`src/rtl/cai_submit_sched.sv`:
```
`timescale 1ns/1ps
`default_nettype none
// ============================================================================
// Module   : cai_submit_sched
// Brief    : Round-robin scheduler sharing one CAI host submit port among
//            N_REQ requesters; rings the doorbell after a stable-config cycle
//            and waits for comp_irq. Completion watchdog is built only when
//            CARBON_CAI_SCHED_TIMEOUT_EN is defined.
// Revision : 1.0 - initial release
// ============================================================================
module cai_submit_sched #(
    parameter int N_REQ          = 4,
    parameter int ADDR_W         = 64,
    parameter int RING_W         = 32,
    parameter int CTX_W          = 16,
    parameter int ID_W           = 4,
    parameter int TIMEOUT_CYCLES = 4096
) (
    input  logic                    clk,
    input  logic                    rst,
    input  logic [N_REQ-1:0]        req_valid,
    output logic [N_REQ-1:0]        req_ready,
    input  logic [N_REQ*ADDR_W-1:0] req_base,
    input  logic [N_REQ*RING_W-1:0] req_size,
    input  logic [N_REQ*CTX_W-1:0]  req_ctx,
    output logic [ADDR_W-1:0]       submit_base,
    output logic [RING_W-1:0]       submit_size,
    output logic [CTX_W-1:0]        context_sel,
    output logic                    submit_doorbell,
    input  logic                    comp_irq,
    output logic                    done_valid,
    output logic [ID_W-1:0]         done_id,
    output logic                    done_err,
    output logic                    busy
);

    localparam int c_PTR_W = $clog2(N_REQ);

    typedef enum logic [2:0] {
        ST_IDLE  = 3'd0,
        ST_SETUP = 3'd1,
        ST_RING  = 3'd2,
        ST_WAIT  = 3'd3,
        ST_DONE  = 3'd4
    } state_t;

    state_t             r_state, w_state_nx;
    logic [c_PTR_W-1:0] r_ptr, w_ptr_nx;
    logic [N_REQ-1:0]   r_ready, w_ready_nx;
    logic [ADDR_W-1:0]  r_base, w_base_nx;
    logic [RING_W-1:0]  r_size, w_size_nx;
    logic [CTX_W-1:0]   r_ctx, w_ctx_nx;
    logic               r_doorbell, w_doorbell_nx;
    logic               r_done_valid, w_done_valid_nx;
    logic [ID_W-1:0]    r_done_id, w_done_id_nx;
    logic               r_done_err, w_done_err_nx;
    logic               r_busy, w_busy_nx;

    logic               w_any;
    logic [c_PTR_W-1:0] w_winner;
    logic [c_PTR_W-1:0] w_idx;
    logic               w_wd_term;

    logic [ADDR_W-1:0]  w_base_arr [N_REQ];
    logic [RING_W-1:0]  w_size_arr [N_REQ];
    logic [CTX_W-1:0]   w_ctx_arr  [N_REQ];

    for (genvar g = 0; g < N_REQ; g++) begin : g_unpack
        assign w_base_arr[g] = req_base[g*ADDR_W +: ADDR_W];
        assign w_size_arr[g] = req_size[g*RING_W +: RING_W];
        assign w_ctx_arr[g]  = req_ctx[g*CTX_W +: CTX_W];
    end

`ifdef CARBON_CAI_SCHED_TIMEOUT_EN
    localparam int c_WD_W = $clog2(TIMEOUT_CYCLES + 1);

    logic [c_WD_W-1:0] r_wd_cnt;

    // Counts silent WAIT cycles; any other state re-arms it for the next job.
    always_ff @(posedge clk or posedge rst) begin
        if (rst) begin
            r_wd_cnt <= '0;
        end else if (r_state != ST_WAIT) begin
            r_wd_cnt <= '0;
        end else if (!comp_irq) begin
            r_wd_cnt <= r_wd_cnt + 1'b1;
        end
    end

    assign w_wd_term = (r_wd_cnt == c_WD_W'(TIMEOUT_CYCLES - 1));
`else
    logic w_unused_timeout;
    assign w_unused_timeout = (TIMEOUT_CYCLES > 0);
    assign w_wd_term        = 1'b0;
`endif

    // First requester at or above the pointer, wrapping around.
    always_comb begin
        w_any    = 1'b0;
        w_winner = '0;
        w_idx    = '0;
        for (int k = 0; k < N_REQ; k++) begin
            w_idx = c_PTR_W'((32'(r_ptr) + 32'(k)) % N_REQ);
            if (!w_any && req_valid[w_idx]) begin
                w_any    = 1'b1;
                w_winner = w_idx;
            end
        end
    end

    always_comb begin
        w_state_nx      = r_state;
        w_ptr_nx        = r_ptr;
        w_ready_nx      = '0;
        w_base_nx       = r_base;
        w_size_nx       = r_size;
        w_ctx_nx        = r_ctx;
        w_doorbell_nx   = 1'b0;
        w_done_valid_nx = 1'b0;
        w_done_id_nx    = r_done_id;
        w_done_err_nx   = 1'b0;

        case (r_state)
            ST_IDLE: begin
                if (w_any) begin
                    w_state_nx           = ST_SETUP;
                    w_ready_nx[w_winner] = 1'b1;
                    w_base_nx            = w_base_arr[w_winner];
                    w_size_nx            = w_size_arr[w_winner];
                    w_ctx_nx             = w_ctx_arr[w_winner];
                    w_done_id_nx         = ID_W'(w_winner);
                    w_ptr_nx             = (w_winner == c_PTR_W'(N_REQ - 1)) ? '0
                                                                             : w_winner + 1'b1;
                end
            end
            ST_SETUP: begin
                w_state_nx = ST_RING;
            end
            // A zero-size job suppresses the doorbell and completes with an
            // error two cycles after its accept pulse.
            ST_RING: begin
                if (r_size == '0) begin
                    w_state_nx      = ST_DONE;
                    w_done_valid_nx = 1'b1;
                    w_done_err_nx   = 1'b1;
                end else begin
                    w_state_nx    = ST_WAIT;
                    w_doorbell_nx = 1'b1;
                end
            end
            ST_WAIT: begin
                if (comp_irq) begin
                    w_state_nx      = ST_DONE;
                    w_done_valid_nx = 1'b1;
                end else if (w_wd_term) begin
                    w_state_nx      = ST_DONE;
                    w_done_valid_nx = 1'b1;
                    w_done_err_nx   = 1'b1;
                end
            end
            ST_DONE: begin
                w_state_nx = ST_IDLE;
            end
            default: begin
                w_state_nx = ST_IDLE;
            end
        endcase
    end

    assign w_busy_nx = (w_state_nx != ST_IDLE);

    always_ff @(posedge clk or posedge rst) begin
        if (rst) begin
            r_state      <= ST_IDLE;
            r_ptr        <= '0;
            r_ready      <= '0;
            r_base       <= '0;
            r_size       <= '0;
            r_ctx        <= '0;
            r_doorbell   <= 1'b0;
            r_done_valid <= 1'b0;
            r_done_id    <= '0;
            r_done_err   <= 1'b0;
            r_busy       <= 1'b0;
        end else begin
            r_state      <= w_state_nx;
            r_ptr        <= w_ptr_nx;
            r_ready      <= w_ready_nx;
            r_base       <= w_base_nx;
            r_size       <= w_size_nx;
            r_ctx        <= w_ctx_nx;
            r_doorbell   <= w_doorbell_nx;
            r_done_valid <= w_done_valid_nx;
            r_done_id    <= w_done_id_nx;
            r_done_err   <= w_done_err_nx;
            r_busy       <= w_busy_nx;
        end
    end

    assign req_ready       = r_ready;
    assign submit_base     = r_base;
    assign submit_size     = r_size;
    assign context_sel     = r_ctx;
    assign submit_doorbell = r_doorbell;
    assign done_valid      = r_done_valid;
    assign done_id         = r_done_id;
    assign done_err        = r_done_err;
    assign busy            = r_busy;

endmodule

`default_nettype wire

```
`config.mk`:
```
export PLATFORM = sky130hd
export DESIGN_NAME = cai_submit_sched
export DESIGN_NICKNAME = d
export VERILOG_FILES = /design/src/rtl/cai_submit_sched.sv
export SDC_FILE = /design/constraint.sdc
export NUM_CORES = 1
export LEC_CHECK = 0
export ABC_CLOCK_PERIOD_IN_PS = 5800
export CAP_MARGIN = 15
export CORE_AREA = 5 5 222 224
export DETAILED_ROUTE_END_ITERATION = 7
export DIE_AREA = 0 0 227 229
export GPL_TIMING_DRIVEN = 0
export REMOVE_ABC_BUFFERS = 1
export SLEW_MARGIN = 20
export SYNTH_ARGS = -nofsm -noshare
export SYNTH_HDL_FRONTEND = slang
export SYNTH_SLANG_ARGS = --single-unit
```
`constraint.sdc`:
```
create_clock -name clk -period 5.8 [get_ports clk]
set_input_delay 1.16 -clock clk [delete_from_list [all_inputs] [get_ports clk]]
set_output_delay 1.16 -clock clk [all_outputs]
set_load 0.05 [all_outputs]
```
Yosys cells after proc, flatten, opt, wreduce, memory -nomap -nowiden:

Index checks and enable logic that the tools add are counted.

* memories kept: 0
* bits of input ports: 455
* latch bits: 0
* word-level logic and storage cells: 78
* memory bits (writable): 0
* output and inout bits: 124
* bits in registers: 127
* memory bits (read-only): 0

* bitwise gates (word level): 1
* div/mod/pow operators: 0
* reduce and logical (&&, ||, !) cells: 11
* multiply operators: 0
* add/subtract/negate cells: 4
* mux-type cells: 40
* shift operators: 0
* equality and inequality tests: 4
* order comparisons: 7

Operator list (number)
* $bmux W64 S2: 1
* $mux W64: 2
* $bmux W32 S2: 1
* $mux W32: 2
* $bmux W16 S2: 1
* $logic_not A32 Y1: 1
* $mux W16: 2
* $lt A2 B3 Y1 const B: 5
* $mux W1: 14
* $pmux W3 S4: 1
* $mux W2: 5
* $mux W3: 3
* $bmux W1 S2: 4
* $mux W4: 2
* $eq A3 B2 Y1 const B: 2
* $add A2 B1 Y2 const B: 2
* $add A2 B2 Y2 const B: 2
* $logic_and A1 B1 Y1: 4
* $eq A3 B1 Y1 const B: 1
* $ge A3 B3 Y1 const B: 1
* $logic_not A1 Y1: 3
* $logic_not A3 Y1: 1
* $not A2 Y3: 1
* $reduce_bool A3 Y1: 1
* 5 further kinds: 5

Depth between registers and ports, before layout:

* word-level depth: 18
* depth in mapped cells: 9
* mapped depth without buffers: 6

Least setup slack after synthesis:

Ideal clock, no wire load.

* kind: input -> register
* start point: input port req_valid[0]
* end point: register r_ready[0] (netlist: req_ready[0])
* required time: 5.680 ns
* arrival: 2.582 ns
* setup time: 0.120 ns
* cell stages on the path: 9
* buffers on the path: 3
* slack: 3.098 ns
* cells stage by stage: and2_1 > o221ai_1 > and2_1 > buf_2 > buf_2 > buf_1 > inv_1 > ha_1 > and3_1

* cells in the longest elaborated chain, start to end: 18
* elaborated cells on any way between the ends: 29
* those cells by class: order compare (2); mux (20); reduce/logical (7)

Ends and longest elaborated chain
* start, declared: line 21 `input logic [N_REQ-1:0] req_valid,`
* $bmux W1 S2: line 104 `if (!w_any && req_valid[w_idx]) begin`
* $mux W1 (not written as such): line 104
* $mux W1: line 104
* $logic_not A1 Y1: line 104
* $logic_and A1 B1 Y1: line 104
* $mux W1: line 104
* $logic_not A1 Y1: line 104
* $logic_and A1 B1 Y1: line 104
* (+4 left out)
* via w_winner[1]: line 60 `logic [c_PTR_W-1:0] w_winner;`
* $lt A2 B3 Y1 (not written as such) / $ge A2 B1 Y1 (equally long branches): line 127 `w_ready_nx[w_winner] = 1'b1;`
* $logic_and A1 B1 Y1 (not written as such): line 127
* $mux W1 (not written as such): line 127
* $demux W1 S2 (*): line 127
* $mux W4 (*): line 125 `if (w_any) begin`
* $mux W4 (*): line 123 `case (r_state)`
* via w_ready_nx[0]: line 49 `logic [N_REQ-1:0] r_ready, w_ready_nx;`
* end signal, assigned: line 188 `r_ready <= w_ready_nx;`
* end, declared: line 49

Mark *: on every way through the listed nets, which the timed path passes. The rest lies on a longest branch. The select of a mux whose other input is x is not followed.
A chain may end at the register's enable or synchronous reset.

Final worst setup path:

* start point: input port req_valid[2]
* end point: register r_base[0] (netlist: submit_base[0])

* cells in the longest elaborated chain, start to end: 16
* elaborated cells on any way between the ends: 27
* those cells by class: mux (19); bitwise (1); reduce/logical (7)

Ends and longest elaborated chain
* $bmux W1 S2: line 104
* $mux W1 (not written as such): line 104
* $mux W1: line 104
* $logic_not A1 Y1: line 104
* $logic_and A1 B1 Y1: line 104
* $mux W1: line 104
* $logic_not A1 Y1: line 104
* $logic_and A1 B1 Y1: line 104
* $mux W1: line 104
* $logic_not A1 Y1: line 104
* $logic_and A1 B1 Y1: line 104
* $mux W2 (*): line 104
* via w_winner[0]: line 60
* $not A2 Y3 (not written as such) (*): line 128 `w_base_nx = w_base_arr[w_winner];`
* $bmux W64 S2 (*): line 128
* $mux W64 (not written as such) (*) (2 in series): line 128
* end signal, assigned: line 189 `r_base <= w_base_nx;`
* end, declared: line 50 `logic [ADDR_W-1:0] r_base, w_base_nx;`

Marked as above.

==> metrics.md <==
| Metric | Value |
|---|---|
| Slew at the pin with the worst max-slew slack | `approximately 810 ps` |
| Vias in the first global route | `between 10000 and 15000` |
| Destination of the worst register-to-register timing path | `submit_base[0]` |
| Die width | `227 um` |
| EDFF count, synth | `0` |
| Number of buffers inserted during clock tree synthesis | `17` |
| Family of cells with the greatest summed delay on the critical path | `buffers and inverters` |
| Worst hold path stage count | `2` |
| Antenna cell count | `0` |
| Warnings from Yosys | `0` |
| Period minus WS final | `between 3000 and 4000 ps` |
| R2R depth | `7` |
| Data arrival time of the worst path | `~4100 ps` |
| Average wire per standard cell | `22.4 um` |
| Number of synthesized register bits | `between 100 and 150` |
| Worst min-delay path category | `reg -> reg` |
| Area of the multi-input gates | `5380 um2` |
| Endpoint, Worst Hold | `done_id[1]` |
| Net count of the finished layout | `~2000` |
| CP Max Fanout | `60` |
| Setup repair bufs after CTS | `0` |
| FF/Latch Area | `3180 um2` |
| Vias per Instance | `between 5 and 6` |
| Share of the core filled with cells in the final layout | `0.349` |
| Count of antenna-violating nets left after detailed routing | `0` |
| Detail Placement HPWL | `between 30000 and 40000 um` |
| Reported leakage power | `around 6.4 nW` |
| Sequence of cells on the critical path | `clkdlybuf4s50_1, mux2i_1, nor2_4, nor3_4, inv_8, buf_16, mux2i_1, o211ai_1` |
| Total power divided by cell area | `around 490 nW/um2` |
| Wire length of the first global-routing pass | `slightly above 70000 um` |
| Post-cts sizing count | `0` |
| Mean instance size in the synthesized netlist | `between 9 and 10 um2` |
| Buffer and inverter count on the worst path | `3` |
| Top cells by area in the synthesized netlist | `dfrtp_1 (35%), mux2i_1 (12%), a211o_1 (11%), o211ai_1 (9.1%), o31ai_1 (9.1%)` |
| Remaining routing DRC violations | `0` |
| Placed Instances | `between 2000 and 2500` |
| Number of max-cap violations | `0` |
| Overflow left after global routing | `0` |
| Number of fill cells | `4822` |
| Clk_lat worst skew | `~480 ps` |
| Share of synthesized flip-flops with an asynchronous set or reset | `1.00` |
| Post-route non-filler standard cell count | `around 2100` |
| Overall Global Routing Usage | `0.174` |
| Worst-case clock skew | `8.63 ps` |
| Worst setup path class | `in -> reg` |
| Peak ir drop on the vdd network | `0.363 mV` |
| TritonCTS clock tree | `yes` |
| Hold violation total from the final report | `0` |
| Number of distinct library cells after synthesis | `37` |
| 1st-iter DRT viols | `~630` |
| Startpoint type of the worst setup path | `input port` |
| CP max stage delay | `between 600 and 700 ps` |
| Number of H-tree levels | `4` |
| Total number of clock tree sinks | `around 130` |
| Clock root buffer master | `clkbuf_16` |
| Register clock-pin slew on the reported worst setup and hold paths | `60 ps` |
| RSZ-0062 raised after global routing | `no` |
| Most instantiated flip-flop cell in the synthesis netlist | `dfrtp_1` |
| Post-route clock period utilization | `0.648` |
| Layout-stage area growth over the synthesis result | `78.7%` |
| Detailed-router iteration count before antenna repair | `7` |
| Die area | `between 50000 and 60000 um2` |
| Gate Count Post-Synth | `1011` |
| R2r startpoint | `r_ptr[1]` |
| Startpoint of the lowest-slack hold path | `done_id[1]` |
| Library cell contributing the largest single delay on the critical path | `nor2_4` |
| Area share of the leading cell type in the synthesized netlist | `0.345` |
| Via count | `between 10000 and 15000` |
| Number of failing setup endpoints in the final timing report | `0` |
| Pin count of the biggest net entering global routing | `slightly above 70` |
| Placeable Area | `between 40000 and 50000 um2` |
| Share of post-route cells with drive strength above 1 | `0.0452` |
| Timing-limited maximum frequency | `between 200 and 300 MHz` |
| Setup TNS | `0 ps` |
| Post-Place Setup Slack | `about 1600 ps` |
| Remaining max-slew budget at the tightest pin | `0.459` |
| Setup ws final | `between 2000 and 2500 ps` |
| Count of port buffers added during placement | `about 580` |
| Total wire length | `between 40000 and 50000 um` |
| Sequential area share after synthesis | `0.345` |
| Number of top-level pins | `roughly 580` |
| R2R Setup Slk | `roughly 2800 ps` |
| Outcome | `finished clean` |
| Final count of pins violating max slew | `0` |
| Hold-fix buffer count after cts | `0` |
| Worst Path Required | `a little over 6000 ps` |
| Cell with the most instances on the worst path | `mux2i_1` |
| Standard-cell row count | `80` |
| Vertical die dimension | `229 um` |
| Crit. End Element | `flop` |
| Buffers from clock root to sink, at most | `2` |
| Leading area contributor after synthesis | `dfrtp_1` |
| Antenna violations before repair | `1` |
| Final RePlAce weighted congestion | `0.852` |
| Starting Density | `0.195` |
| Post-synthesis instance area | `approximately 9200 um2` |
## metal layers
metal / track usage / vias up / part of all wire
met2: 0.292 / 563 / 0.49
met3: 0.0583 / 75 / 0.093
met1: 0.208 / 5356 / 0.38
met5: 0 / - / 0.00027
li1: - / 4955 / -
met4: 0.0635 / 2 / 0.031
## Yosys cell counts, types with 2 or more instances
| cell type | instances |
|---|---|
| dfrtp_1 | 127 |
| nor4_1 | 8 |
| a21o_1 | 2 |
| clkbuf_1 | 83 |
| and3_1 | 4 |
| ha_1 | 4 |
| nand2_1 | 122 |
| and2_1 | 4 |
| o211ai_1 | 112 |
| a211o_1 | 112 |
| nor2_1 | 7 |
| o31ai_1 | 112 |
| mux2i_1 | 113 |
| a21oi_1 | 3 |
| nand2b_1 | 3 |
| nor3b_1 | 2 |
| buf_2 | 40 |
| buf_6 | 8 |
| buf_4 | 9 |
| nor3_1 | 3 |
| inv_1 | 4 |
| nand4_1 | 114 |
## worst max path at each step
| stage | cells past startpoint | start | slack [ps] | to |
|---|---|---|---|---|
| 6_report | 8 | req_valid[2] | 2040 | submit_base[0] |
| 4_1_cts | 8 | req_valid[2] | 2120 | submit_base[0] |
| 3_3_place_gp | 6 | req_valid[1] | -6720 | context_sel[5] |
| 2_1_floorplan | 5 | req_valid[0] | -680 | context_sel[0] |
| 3_5_place_dp | 8 | req_valid[2] | 1600 | submit_base[0] |
| 5_1_grt | 8 | req_valid[2] | 1930 | submit_base[0] |
## logic make-up after synthesis
logic type      after synthesis  share of synthesized area
fa+ha+maj                     4                    0.00544
flops                       127                      0.345
simple gates                274                      0.153
compound gates              346                      0.297
buf+inv                     146                     0.0752
mux                         113                      0.123
other cells                   1                   0.000408
## stage by stage
stage / hold slack, ps / total power [W] / cell area (um2)
after CTS: 496 / 0.00807 / 16400
final: 491 / 0.00801 / 16400
after global placement: 468 / 0.00665 / 15100
after floorplan: 510 / 0.00478 / 8530
after detailed placement: 482 / 0.00682 / 15800
after global routing: 519 / 0.00842 / 16400
## state kept, by name (all words and copies together) (netlist names)
register	cells
done_id	2
r_state	3
context_sel	16
req_ready	4
submit_base	64
submit_size	32
done_valid	1
busy	1
submit_doorbell	1
done_err	1
r_ptr	2
## worst min-delay path, stage by stage, from the launching register on
cell and delay, ps:
dfrtp_1 340, nand2_1 60, nand2_1 60
## where the power goes
part | switching [W] | internal (W)
sequential | 0.000305 | 0.00131
combinational | 0.00327 | 0.00193
clock | 0.000445 | 0.000750
## placed cells by master, fill, tap and decap left out, types with 3 or more instances in the layout
master	n
a21oi_1	3
o31ai_1	112
dfrtp_1	127
clkbuf_8	3
mux2i_1	113
nand2_4	3
nor4_1	8
a211o_1	112
nand2b_1	3
clkinv_2	3
nand4_1	114
nor2_1	7
nor3_1	3
clkdlybuf4s50_1	576
inv_1	3
nand2_1	119
clkbuf_16	17
o211ai_1	112
and3_1	4
buf_16	23
ha_1	4
bufinv_16	4
## layout make-up
cell class,count,share of cell area
clock buffer,22,0.0289
clock inverter,10,0.00967
inverter,5,0.00206
multi-input combinational,739,0.327
sequential,127,0.193
tap,615,0.0468
timing repair buffer,601,0.392
Power figures use the tool's default switching activity.
